[config.mk]
export PLATFORM = sky130hd
export DESIGN_NAME = piezo_tone_scheduler
export DESIGN_NICKNAME = d
export VERILOG_FILES = /design/src/rtl/piezo_tone_scheduler.sv
export SDC_FILE = /design/constraint.sdc
export NUM_CORES = 1
export LEC_CHECK = 0
export BUFFER_PORTS_ARGS = -buffer_cell sky130_fd_sc_hd__buf_2
export CAP_MARGIN = 20
export CORE_MARGIN = 2
export CORE_UTILIZATION = 59
export DETAILED_ROUTE_END_ITERATION = 8
export PLACE_DENSITY_LB_ADDON = 0.25
export SETUP_SLACK_MARGIN = 0.02
export SKIP_LAST_GASP = 1
export SYNTH_ARGS = -nofsm -noshare
export SYNTH_HDL_FRONTEND = slang
export SYNTH_SLANG_ARGS = --single-unit
[constraint.sdc]
create_clock -name clk -period 3.7 [get_ports clk]
set_clock_uncertainty 0.1 [all_clocks]
set_input_delay 0.555 -clock clk [delete_from_list [all_inputs] [get_ports clk]]
set_output_delay 0.555 -clock clk [all_outputs]
set_load 0.02 [all_outputs]
[src/rtl/piezo_tone_scheduler.sv]
// Fixed-priority scheduler sharing one piezo between three requesters:
// grant, play one timed note as a square wave, then a silent gap.
module piezo_tone_scheduler #(
  parameter int FRQ       = 1_000_000,
  parameter int TICK_DIV  = FRQ / 100,
  parameter int GAP_TICKS = 1
) (
  input  logic        clk,
  input  logic        rst,
  input  logic [2:0]  req,
  input  logic [11:0] note_in,
  input  logic [23:0] dur_in,
  output logic [2:0]  ack,
  output logic [2:0]  done,
  output logic        busy,
  output logic [1:0]  owner,
  output logic        piezo
);

  localparam int HALF_C4 = FRQ / (2 * 262);
  localparam int HALF_D4 = FRQ / (2 * 294);
  localparam int HALF_E4 = FRQ / (2 * 330);
  localparam int HALF_F4 = FRQ / (2 * 349);
  localparam int HALF_G4 = FRQ / (2 * 392);
  localparam int HALF_A4 = FRQ / (2 * 440);
  localparam int HALF_B4 = FRQ / (2 * 494);
  localparam int HALF_C5 = FRQ / (2 * 523);

  localparam int HW = $clog2(HALF_C4 + 1);
  localparam int PW = $clog2(TICK_DIV + 1);
  localparam int GW = $clog2(GAP_TICKS + 1);
  localparam int TW = (GW > 8) ? GW : 8;

  localparam logic [PW-1:0] PRESC_LAST = PW'(TICK_DIV - 1);
  localparam logic [TW-1:0] GAP_LAST   = TW'(GAP_TICKS - 1);

  typedef enum logic [1:0] {IDLE, PLAY, GAP} state_t;

  state_t        state_q, state_d;
  logic [PW-1:0] presc_q, presc_d;
  logic [TW-1:0] tick_q, tick_d;
  logic [TW-1:0] dur_q, dur_d;
  logic [HW-1:0] half_q, half_d;
  logic [HW-1:0] hcnt_q, hcnt_d;
  logic          piezo_q, piezo_d;
  logic [2:0]    ack_q, ack_d;
  logic [2:0]    done_q, done_d;
  logic [1:0]    owner_q, owner_d;

  logic       gnt_valid;
  logic [1:0] gnt_idx;
  logic [3:0] gnt_note;
  logic [7:0] gnt_dur;
  logic       tick;
  logic       play_end;
  logic       gap_end;

  // Rest codes map to a zero half-period, which keeps the piezo silent.
  function automatic logic [HW-1:0] half_lut(input logic [3:0] code);
    case (code)
      4'd1:    half_lut = HW'(HALF_C4);
      4'd2:    half_lut = HW'(HALF_D4);
      4'd3:    half_lut = HW'(HALF_E4);
      4'd4:    half_lut = HW'(HALF_F4);
      4'd5:    half_lut = HW'(HALF_G4);
      4'd6:    half_lut = HW'(HALF_A4);
      4'd7:    half_lut = HW'(HALF_B4);
      4'd8:    half_lut = HW'(HALF_C5);
      default: half_lut = '0;
    endcase
  endfunction

  assign gnt_valid = |req;
  assign gnt_idx   = req[2] ? 2'd2 : (req[1] ? 2'd1 : 2'd0);
  assign gnt_note  = note_in[4*gnt_idx +: 4];
  assign gnt_dur   = dur_in[8*gnt_idx +: 8];

  assign tick     = (presc_q == PRESC_LAST);
  assign play_end = (state_q == PLAY) && tick && (tick_q == dur_q - TW'(1));
  assign gap_end  = (state_q == GAP) && tick && (tick_q == GAP_LAST);

  always_ff @(posedge clk or posedge rst) begin
    if (rst) begin
      state_q <= IDLE;
      presc_q <= '0;
      tick_q  <= '0;
      dur_q   <= '0;
      half_q  <= '0;
      hcnt_q  <= '0;
      piezo_q <= 1'b0;
      ack_q   <= '0;
      done_q  <= '0;
      owner_q <= 2'd3;
    end else begin
      state_q <= state_d;
      presc_q <= presc_d;
      tick_q  <= tick_d;
      dur_q   <= dur_d;
      half_q  <= half_d;
      hcnt_q  <= hcnt_d;
      piezo_q <= piezo_d;
      ack_q   <= ack_d;
      done_q  <= done_d;
      owner_q <= owner_d;
    end
  end

  always_comb begin
    state_d = state_q;
    case (state_q)
      IDLE:    if (gnt_valid) state_d = PLAY;
      PLAY:    if (play_end)  state_d = GAP;
      GAP:     if (gap_end)   state_d = IDLE;
      default: state_d = IDLE;
    endcase
  end

  always_comb begin
    presc_d = presc_q;
    tick_d  = tick_q;
    dur_d   = dur_q;
    half_d  = half_q;
    hcnt_d  = hcnt_q;
    piezo_d = piezo_q;
    ack_d   = '0;
    done_d  = '0;
    owner_d = owner_q;
    case (state_q)
      IDLE: begin
        presc_d = '0;
        tick_d  = '0;
        hcnt_d  = '0;
        piezo_d = 1'b0;
        if (gnt_valid) begin
          ack_d   = 3'b001 << gnt_idx;
          owner_d = gnt_idx;
          half_d  = half_lut(gnt_note);
          dur_d   = (gnt_dur == 8'd0) ? TW'(1) : TW'(gnt_dur);
        end
      end
      PLAY: begin
        presc_d = tick ? '0 : presc_q + PW'(1);
        tick_d  = tick ? tick_q + TW'(1) : tick_q;
        if (half_q != '0) begin
          if (hcnt_q == half_q - HW'(1)) begin
            hcnt_d  = '0;
            piezo_d = ~piezo_q;
          end else begin
            hcnt_d = hcnt_q + HW'(1);
          end
        end
        if (play_end) begin
          done_d  = 3'b001 << owner_q;
          piezo_d = 1'b0;
          presc_d = '0;
          tick_d  = '0;
          hcnt_d  = '0;
        end
      end
      GAP: begin
        presc_d = tick ? '0 : presc_q + PW'(1);
        tick_d  = tick ? tick_q + TW'(1) : tick_q;
        piezo_d = 1'b0;
        if (gap_end) owner_d = 2'd3;
      end
      default: begin
        piezo_d = 1'b0;
        owner_d = 2'd3;
      end
    endcase
  end

  assign ack   = ack_q;
  assign done  = done_q;
  assign busy  = (state_q != IDLE);
  assign owner = owner_q;
  assign piezo = piezo_q;

endmodule

==> flow_metrics.py, run 1 <==
metrics = {
    "placement": {
        "port_buffers": 50,
        "dpl_cell_area_sq_um": 4330,
        "place_ws_ns": 0.842,
        "dp_hpwl_microns": 6150,
        "gp_congestion": 0.886,
    },
    "grt": {
        "first_global_vias": 3161,
        "antenna_found_initial": 0,
        "grt_pass1_wl_microns": 14400,
        "gr-total-overflow": 0,
        "grt_max_degree": 44,
        "track_usage_pct": 24.2,
    },
    "final_layout": {
        "final_common_cell": "dfrtp_1",
        "drive_gt1_share_pct": 18.1,
        "synthToLayoutAreaGrowth_pct": 12.4,
        "fillers": 548,
        "final_util_pct": 67.3,
        "antenna_cells": 0,
        "final_cell_mix": "dfrtp_1, buf_2, nand2_1, nor2_1, o21ai_0",
        "design_area_sq_um": 4500,
        "finalNetCount": 547,
    },
    "job": {
        "cap_violations": 0,
    },
    "route": {
        "drt-initial-drc-count": 171,
        "wire_per_inst_microns": 14.4,
        "finalWirelength_microns": 8320,
        "vias": 3340,
        "viasPerCell": 5.80,
        "first_pass_iters": 4,
        "ant_nets": 0,
        "drc": 0,
    },
    "worst_setup_path": {
        "crit_start": "presc_q[5]",
        "r2r-start": "presc_q[5]",
        "required_ns": 3.79,
        "cp_top_family": "simple AND/OR/NAND/NOR gates",
        "path_buf_inv": 0,
        "cp.arrival_ns": 3.00,
        "cp-start-kind": "flip-flop",
        "crit_path_cell_trace": "or4b_4 > or4_1 > o211ai_1 > nor2b_1 > o22ai_1",
        "critPathCaptureType": "flip-flop",
        "critPathSlowestCell": "nor2b_1",
        "cp_slowest_stage_delay_ns": 0.61,
        "crit_type": "flip-flop to flip-flop",
        "crit_fanout": 10,
    },
    "timing": {
        "period_minus_slack_ns": 2.91,
        "worst_pin_slew_ns": 0.650,
        "relSlewSlack_pct": 56.5,
        "final_hold_viol_count": 0,
        "setup_viol": 0,
        "fin_ws_ns": 0.792,
        "fin_setup_tns_ns": 0,
        "finalCritPeriodShare_pct": 78.6,
        "fmax_ghz": 0.344,
        "drv_slew": 0,
        "rsz0062_at_grt": "no",
    },
    "clock_tree": {
        "htree_levels": 3,
        "clkTransAtPathRegs_ns": 0.06,
        "cts_root_buffer": "clkbuf_8",
        "clockBufferDepth": 2,
        "postCtsSetupRepairBufs": 0,
        "cts_resized": 0,
        "ctsHoldBuffers": 0,
        "cts.sink_count": 61,
        "clk_latency_ns": 0.34,
        "cts_tree": "done",
        "cts-buffers-inserted": 9,
    },
    "floorplan": {
        "rows": 30,
        "die_area_sq_um": 7460,
        "start_util_pct": 59.9,
        "die_w_microns": 86.4,
        "die_y_microns": 86.4,
        "core_sq_um": 6680,
        "pin_count": 51,
    },
    "logic_synthesis": {
        "syn_area_sq_um": 4000,
        "ys_seq_elements": 61,
        "syn-num-nets": 499,
        "synth_area_leaders": "dfrtp_1, ha_1, xnor2_1",
        "netlist_instances": 443,
        "synth_cell_types": 62,
        "synth-edff-count": 0,
        "syn_area_per_cell_sq_um": 9.03,
        "synth.top_cell.area_share_pct": 36.9,
        "async_flop_share_pct": 100,
        "synthFlopType": "dfrtp_1",
        "yosysWarnings": 0,
        "yosysTopAreaCell": "dfrtp_1",
        "yosysSeqAreaShare_pct": 38.2,
    },
    "pwr": {
        "p_per_area_nw_per_um2": 287,
        "power.leakage_nw": 2.14,
        "ir_worst_vdd_v": 0.000155,
        "p_total_mw": 1.29,
    },
    "run_status": {
        "status": "complete, no violations",
    },
    "min_path": {
        "hold_class": "primary input to async pin",
    },
}
area by class of cell:
cell class / instances / area, sq um / area share, %
multi-input cells: 346 / 2340 / 52.1
inverters: 18 / 67.6 / 1.50
flip-flops and latches: 61 / 1530 / 34.0
repair buffers: 55 / 288 / 6.40
well taps: 80 / 100 / 2.23
clock inverters: 1 / 5.00 / 0.111
clock buffers: 15 / 166 / 3.70
Yosys cell counts, drive strengths merged, types with 6 or more instances:
master / number
mux2: 6
clkbuf: 12
and3: 14
inv: 18
nor2: 39
nor2b: 12
o31ai: 7
nor3: 11
mux2i: 16
nand3: 14
dfrtp: 59
a21oi: 20
ha: 15
o21ai: 41
a22o: 11
xnor2: 19
nand2: 38
xor2: 11
nand2b: 7
buf: 6
registers in the layout, summed over array words and instances, names as in the netlist:
signal,flops
owner,2
ack,3
piezo,1
presc_q,14
dur_q,8
half_q,9
done,3
state_q,2
tick_q,8
hcnt_q,11
stage by stage:
step                hold WS, ns  instances
global placement          0.388        560
floorplan                 0.370        443
CTS                       0.108        576
detailed placement        0.405        560
finish                   0.0987        576
global route              0.130        576
path summary, 6_finish.rpt:
kind / end / cells past startpoint / slack, ns
max: tick_q[0] / 5 / 0.79
min: hcnt_q[3] / 2 / 0.1
max in group asynchronous: owner[1] / 3 / 2.52
min reg2reg: presc_q[1] / 2 / 0.42
max reg2reg: tick_q[0] / 5 / 0.79
min in group clk: presc_q[1] / 2 / 0.42
logic make-up after synthesis:
kind of cell / after synthesis / share of synthesized area, %
AO/OA/AOI/OAI: 105 / 17.1
XOR/XNOR: 30 / 6.57
adder cells (fa/ha/maj): 15 / 4.69
buffers and inverters: 36 / 3.63
flip-flops: 61 / 38.2
multiplexers: 22 / 5.78
AND/OR/NAND/NOR: 174 / 24.0
power by group:
group | leakage (nW) | total (mW) | internal (mW) | switching [mW]
registers | 0.801 | 0.667 | 0.667 | 0
clock network | 0.0877 | 0.524 | 0.280 | 0.244
logic | 1.25 | 0.0975 | 0.0417 | 0.0558
layer usage:
layer	track usage [%]	wire (microns)
met5	0	0
met4	10.9	115
met3	4.38	459
met2	39.0	3930
met1	31.8	3820
No activity file was read; power rests on OpenSTA's default activity.
==> run 2, diff against run 1 <==
--- a/config.mk
+++ b/config.mk
@@ -5,6 +5,7 @@
 export SDC_FILE = /design/constraint.sdc
 export NUM_CORES = 1
 export LEC_CHECK = 0
+export ABC_AREA = 1
 export BUFFER_PORTS_ARGS = -buffer_cell sky130_fd_sc_hd__buf_2
 export CAP_MARGIN = 20
 export CORE_MARGIN = 2
==> constraint.sdc (replaced) <==
create_clock -name clk -period 3 [get_ports clk]
set_clock_uncertainty 0.1 [all_clocks]
set_input_delay 0.45 -clock clk [delete_from_list [all_inputs] [get_ports clk]]
set_output_delay 0.45 -clock clk [all_outputs]
set_load 0.02 [all_outputs]
==> run 2 against run 1 <==
Wire length is 14% higher. Largest cell class unchanged. Critical path type unchanged. Largest power group is now combinational logic. Highest routed layer unchanged. Die area up 5.3%. Non-clock buffer count fell by 3. Maximum frequency increased by 15%. Sequential share of layout area fell by 2.1 points. Critical path depth increased by 8.
==> flow_metrics.py, run 2 <==
metrics = {
    "worst_setup_path": {
        "required_ns": 3.12,
        "r2r-start": "state_q[1]",
        "rr_worst_depth": 13,
        "critPathCaptureType": "flip-flop",
        "r2r_end": "tick_q[3]",
        "cp.arrival_ns": 2.65,
        "cp-start-kind": "flip-flop",
        "r2r_slack_ns": 0.47,
        "crit_fanout": 11,
        "crit_type": "flip-flop to flip-flop",
    },
    "run_status": {
        "status": "complete, no violations",
    },
    "logic_synthesis": {
        "synth_common_cells": "nand2_1, inv_1, dfrtp_1",
        "synth_most_common_cell": "nand2_1",
        "syn_area_sq_um": 4220,
        "netlist_instances": 594,
        "async_flop_share_pct": 100,
        "synth_area_leaders": "dfrtp_1, nand2_1, inv_1",
        "yosysSeqAreaShare_pct": 36.2,
        "ys_seq_elements": 61,
        "yosysTopAreaCell": "dfrtp_1",
        "yosysWarnings": 0,
        "syn_area_per_cell_sq_um": 7.11,
        "synth_cell_types": 40,
        "synth-edff-count": 0,
        "synth.top_cell.area_share_pct": 35.0,
        "synthFlopType": "dfrtp_1",
        "syn-num-nets": 650,
    },
    "route": {
        "drt-initial-drc-count": 186,
        "vias": 3975,
        "drc": 0,
        "wire_per_inst_microns": 12.8,
        "ant_nets": 0,
        "finalWirelength_microns": 9520,
        "viasPerCell": 5.33,
        "first_pass_iters": 4,
    },
    "clock_tree": {
        "cts-buffers-inserted": 9,
        "cts_root_buffer": "clkbuf_8",
        "clk_latency_ns": 0.35,
        "htree_levels": 3,
        "clockBufferDepth": 2,
        "ctsHoldBuffers": 0,
        "cts_tree": "done",
        "postCtsSetupRepairBufs": 0,
        "cts_resized": 0,
        "clkTransAtPathRegs_ns": 0.08,
        "cts.sink_count": 61,
    },
    "final_layout": {
        "drive_gt1_share_pct": 15.7,
        "reg.largest.list": "presc_q: 14 flops, hcnt_q: 11 flops, half_q: 9 flops",
        "antenna_cells": 0,
        "final_common_cell": "nand2_1",
        "largest_reg_flops": 14,
        "final_cell_mix": "nand2_1, inv_1, dfrtp_1",
        "final_util_pct": 69.7,
        "final_cells": 746,
        "regMostFlops": "presc_q",
        "fillers": 553,
        "synthToLayoutAreaGrowth_pct": 13.4,
        "finalNetCount": 701,
        "design_area_sq_um": 4790,
    },
    "placement": {
        "gp_congestion": 0.919,
        "dp_hpwl_microns": 7180,
        "dp.cells": 730,
        "port_buffers": 50,
        "dpl_cell_area_sq_um": 4540,
    },
    "pwr": {
        "p_per_area_nw_per_um2": 801,
        "ir_worst_vdd_v": 0.000462,
        "pwr-share-clk_pct": 23.7,
        "power.leakage_nw": 2.50,
        "swShare_pct": 44.5,
        "p_seq_share_pct": 30.5,
        "p_sw_mw": 1.70,
        "p_comb_share_pct": 45.8,
        "intPower_mw": 2.13,
    },
    "timing": {
        "fmax_ghz": 0.395,
        "setup_viol": 0,
        "relSlewSlack_pct": 49.0,
        "period_minus_slack_ns": 2.53,
        "final_hold_viol_count": 0,
        "worst_pin_slew_ns": 0.762,
        "fin_setup_tns_ns": 0,
        "rsz0062_at_grt": "no",
        "drv_slew": 0,
        "finalCritPeriodShare_pct": 84.4,
    },
    "grt": {
        "track_usage_pct": 26.1,
        "antenna_found_initial": 0,
        "grt_max_degree": 62,
        "first_global_vias": 3615,
        "grt_pass1_wl_microns": 15900,
        "gr-total-overflow": 0,
    },
    "floorplan": {
        "die_w_microns": 88.6,
        "rows": 30,
        "core_sq_um": 6870,
        "pin_count": 51,
        "start_util_pct": 61.5,
        "die_area_sq_um": 7850,
        "die_y_microns": 88.6,
    },
    "job": {
        "cap_violations": 0,
    },
    "min_path": {
        "hold_class": "primary input to async pin",
    },
}
==> run 2: cell types whose count changed after synthesis, sizes merged, moves of 10 or more <==
cell   previous run  this run
mux2i            16         1
inv              18        89
xnor2            19         8
nand4             3        15
nand3            14        52
nor2             39        61
xor2             11        22
nor2b            12         0
nand2            38       169
a21oi            20        10
and3             14         3
==> run 2: critical path, cell delays in order, from the launching register on <==
cell	delay, ns
dfrtp_1	0.41
inv_1	0.09
ha_1	0.45
inv_1	0.24
a21oi_1	0.18
nand3_1	0.09
nor2_1	0.11
nand2_1	0.07
inv_2	0.07
nand3_4	0.08
nand2_1	0.15
nand2_1	0.13
nand2_2	0.15
o22ai_1	0.09
==> run 2: worst max-delay path by stage <==
stage	from	to	slack (ns)
3_3_place_gp	state_q[1]	tick_q[0]	0.60
4_1_cts	state_q[1]	tick_q[3]	0.48
3_5_place_dp	state_q[1]	tick_q[6]	0.49
5_1_grt	state_q[1]	tick_q[0]	0.26
2_1_floorplan	rst	ack[0]	0.94
6_report	state_q[1]	tick_q[3]	0.47
==> run 2: cell families (layout without fill, tap and decap cells) <==
kind of cell,count (synthesis),count (layout),share of synthesized area (%)
xor+xnor,30,30,6.22
mux,1,1,0.237
compound gates,65,65,9.10
flops,61,61,36.2
simple gates,321,321,34.3
buf+inv,101,157,9.51
fa+ha+maj,15,15,4.45
==> run 2: area by class of cell <==
class,count,area [sq um],area share (%)
clock inverters,7,124,2.59
flip-flops and latches,61,1530,31.9
well taps,96,120,2.51
inverters,89,334,6.98
repair buffers,52,265,5.54
clock buffers,9,124,2.59
multi-input cells,432,2290,47.9
==> run 2: through the flow <==
stage	worst slack, ns	power, mW	hold WS [ns]
finish	0.468	3.83	0.217
global placement	0.604	2.85	0.389
detailed placement	0.490	2.91	0.389
CTS	0.479	3.83	0.234
global route	0.259	4.13	0.275
floorplan	0.940	2.54	0.368
==> run 2: power by group through the flow <==
| stage | Sequential, mW | Clock, mW | Combinational, mW |
|---|---|---|---|
| finish | 1.17 | 0.910 | 1.76 |
| floorplan | 1.18 | 0 | 1.36 |
| detailed placement | 1.18 | 0 | 1.73 |
| CTS | 1.16 | 0.919 | 1.74 |
| global route | 1.19 | 0.952 | 1.98 |
| global placement | 1.18 | 0 | 1.67 |
==> run 2: routing by layer <==
layer  wire, microns  global-route usage [%]  vias up  share of wire [%]
li1                -                       -     2007                  -
met1            4480                    34.6     1844                 47
met2            4440                    42.7      113                 47
met3             493                    4.66       11                5.2
met4             105                    10.2        0                1.1
met5               0                       0        -                  0
==> run 3, diff against run 2 <==
--- a/config.mk
+++ b/config.mk
@@ -5,7 +5,7 @@
 export SDC_FILE = /design/constraint.sdc
 export NUM_CORES = 1
 export LEC_CHECK = 0
-export ABC_AREA = 1
+export ABC_AREA = 0
 export BUFFER_PORTS_ARGS = -buffer_cell sky130_fd_sc_hd__buf_2
 export CAP_MARGIN = 20
 export CORE_MARGIN = 2
==> constraint.sdc (replaced) <==
create_clock -name clk -period 2.5 [get_ports clk]
set_clock_uncertainty 0.1 [all_clocks]
set_input_delay 0.375 -clock clk [delete_from_list [all_inputs] [get_ports clk]]
set_output_delay 0.375 -clock clk [all_outputs]
set_load 0.02 [all_outputs]
==> run 3 against run 2 <==
The flow now finishes with violations (hold timing, setup timing). Maximum frequency down 1.3%. Core utilization rose by 6.1 points. Via count is 8.2% lower. Critical endpoint is now hcnt_q[0]. Non-clock buffer count increased by 47. Largest cell class unchanged. Register-to-register slack worse by 0.53 ns. Sequential share of layout area decreased by 1.7 points. Combinational power shrank 91%. Clock-buffer cell count up 2. Worst setup slack got worse by 0.53 ns. Die area down 5.0%. Global-route usage shrank 0.11 points. Largest power group is now sequential cells. Wire length is 0.58% higher.
==> flow_metrics.py, run 3 (synthesis results as in run 1) <==
metrics = {
    "run_status": {
        "status": "complete, but fails checks",
        "violations": "hold timing, setup timing",
    },
    "final_layout": {
        "largest_reg_flops": 14,
        "final_common_cell": "dfrtp_1",
        "synthToLayoutAreaGrowth_pct": 26.5,
        "finalNetCount": 594,
        "antenna_cells": 0,
        "regMostFlops": "presc_q",
        "final_cell_mix": "dfrtp_1, buf_2, buf_4",
        "drive_gt1_share_pct": 30.2,
        "reg.largest.list": "presc_q: 14 flops, hcnt_q: 11 flops, half_q: 9 flops",
        "design_area_sq_um": 5060,
    },
    "timing": {
        "period_minus_slack_ns": 2.57,
        "worst_pin_slew_ns": 1.02,
        "setup_viol": 12,
        "fin_ws_ns": -0.0655,
        "hold_slack_ns": -0.00866,
        "final_hold_viol_count": 11,
        "drv_slew": 0,
        "relSlewSlack_pct": 31.7,
        "finalCritPeriodShare_pct": 103,
        "rsz0062_at_grt": "yes",
        "fmax_ghz": 0.390,
    },
    "placement": {
        "port_buffers": 50,
        "dpl_cell_area_sq_um": 4600,
        "dp_hpwl_microns": 6670,
        "gp_congestion": 0.833,
    },
    "floorplan": {
        "core_sq_um": 6680,
        "start_util_pct": 59.9,
        "die_w_microns": 86.4,
        "pin_count": 51,
        "die_area_sq_um": 7460,
        "die_y_microns": 86.4,
        "rows": 30,
    },
    "worst_setup_path": {
        "critPathCaptureType": "flip-flop",
        "rr_worst_depth": 7,
        "cp.arrival_ns": 2.69,
        "crit_type": "flip-flop to flip-flop",
        "cp-start-kind": "flip-flop",
        "crit_fanout": 6,
        "required_ns": 2.63,
    },
    "pwr": {
        "power.leakage_nw": 2.45,
        "p_total_mw": 1.99,
        "ir_worst_vdd_v": 0.000297,
        "p_per_area_nw_per_um2": 394,
        "p_seq_share_pct": 49.5,
        "p_sw_mw": 0.459,
        "p_comb_share_pct": 7.8,
        "pwr-share-clk_pct": 42.7,
        "intPower_mw": 1.54,
        "swShare_pct": 23.0,
    },
    "clock_tree": {
        "clockBufferDepth": 2,
        "cts_root_buffer": "clkbuf_8",
        "cts-buffers-inserted": 9,
        "cts_tree": "done",
        "ctsHoldBuffers": 0,
        "clk_latency_ns": 0.35,
        "htree_levels": 3,
        "cts.sink_count": 61,
        "clkTransAtPathRegs_ns": 0.07,
    },
    "grt": {
        "antenna_found_initial": 0,
        "track_usage_pct": 26.0,
        "gr-total-overflow": 0,
        "grt_max_degree": 35,
        "first_global_vias": 3391,
        "grt_pass1_wl_microns": 15300,
    },
    "route": {
        "drt-initial-drc-count": 252,
        "drc": 0,
        "wire_per_inst_microns": 15.4,
        "finalWirelength_microns": 9570,
        "ant_nets": 0,
        "vias": 3649,
        "first_pass_iters": 4,
        "viasPerCell": 5.86,
    },
    "min_path": {
        "hold_class": "primary input to async pin",
    },
    "job": {
        "cap_violations": 0,
    },
}
run 3: worst paths after layout:
check | start | endpoint | slack (ns)
hold reg to reg | dur_q[7] | dur_q[7] | 0.42
max in group asynchronous | rst | presc_q[4] | 1.65
min in group clk | dur_in[20] | dur_q[4] | 0.25
setup reg to reg | dur_q[3] | hcnt_q[0] | -0.07
hold / removal | rst | hcnt_q[6] | -0.009
setup / recovery | dur_q[3] | hcnt_q[0] | -0.07
run 3: repair_timing:
action | 4_1_cts | 5_1_grt
pin swaps | 6 | 15
cloned | 2 | 1
setup buffers | 6 | 4
resized for setup | 19 | 17
endpoints found under the setup margin | 21 | 23
run 3: worst max-delay path: stages (launching register included):
cell and delay (ns):
dfrtp_1 0.37, or4_1 0.54, or3_1 0.34, a22oi_2 0.27, a41o_1 0.26, o21bai_4 0.19
nor2_4 0.08, mux2_4 0.29
run 3: cell type report:
| class | instances | area (sq um) |
|---|---|---|
| inverters | 18 | 67.6 |
| well taps | 80 | 100 |
| clock buffers | 11 | 141 |
| fillers | 458 | 1620 |
| multi-input cells | 349 | 2550 |
| repair buffers | 99 | 626 |
| flip-flops and latches | 61 | 1530 |
| clock inverters | 5 | 50.0 |
run 3: metrics by stage:
step	worst slack [ns]	TNS [ns]	util [%]	hold slack [ns]	cells
floorplan	0.0126	0	-	0.370	443
global placement	-0.0799	-0.541	68.8	0.379	595
detailed placement	-0.282	-2.86	68.8	0.379	595
CTS	-0.0417	-0.196	73.9	0.0158	618
global route	-0.169	-2.04	75.7	0.0424	623
finish	-0.0655	-0.349	75.7	-0.00866	623
run 3: power by group through the flow:
stage	clock network, mW	registers (mW)	logic, mW
2_1_floorplan	0	1.01	0.0908
3_3_place_gp	0	1.01	0.150
3_5_place_dp	0	1.01	0.154
4_1_cts	0.858	0.987	0.156
5_1_grt	0.903	0.987	0.178
6_report	0.851	0.987	0.155
run 3: layer usage:
metal  GRT usage, %  vias to the layer above  routed length, microns
li1               -                     1778                       -
met3           5.52                       27                     532
met2           44.4                      125                    4680
met5              0                        -                       0
met1           32.7                     1719                    4120
met4           8.81                        0                     249
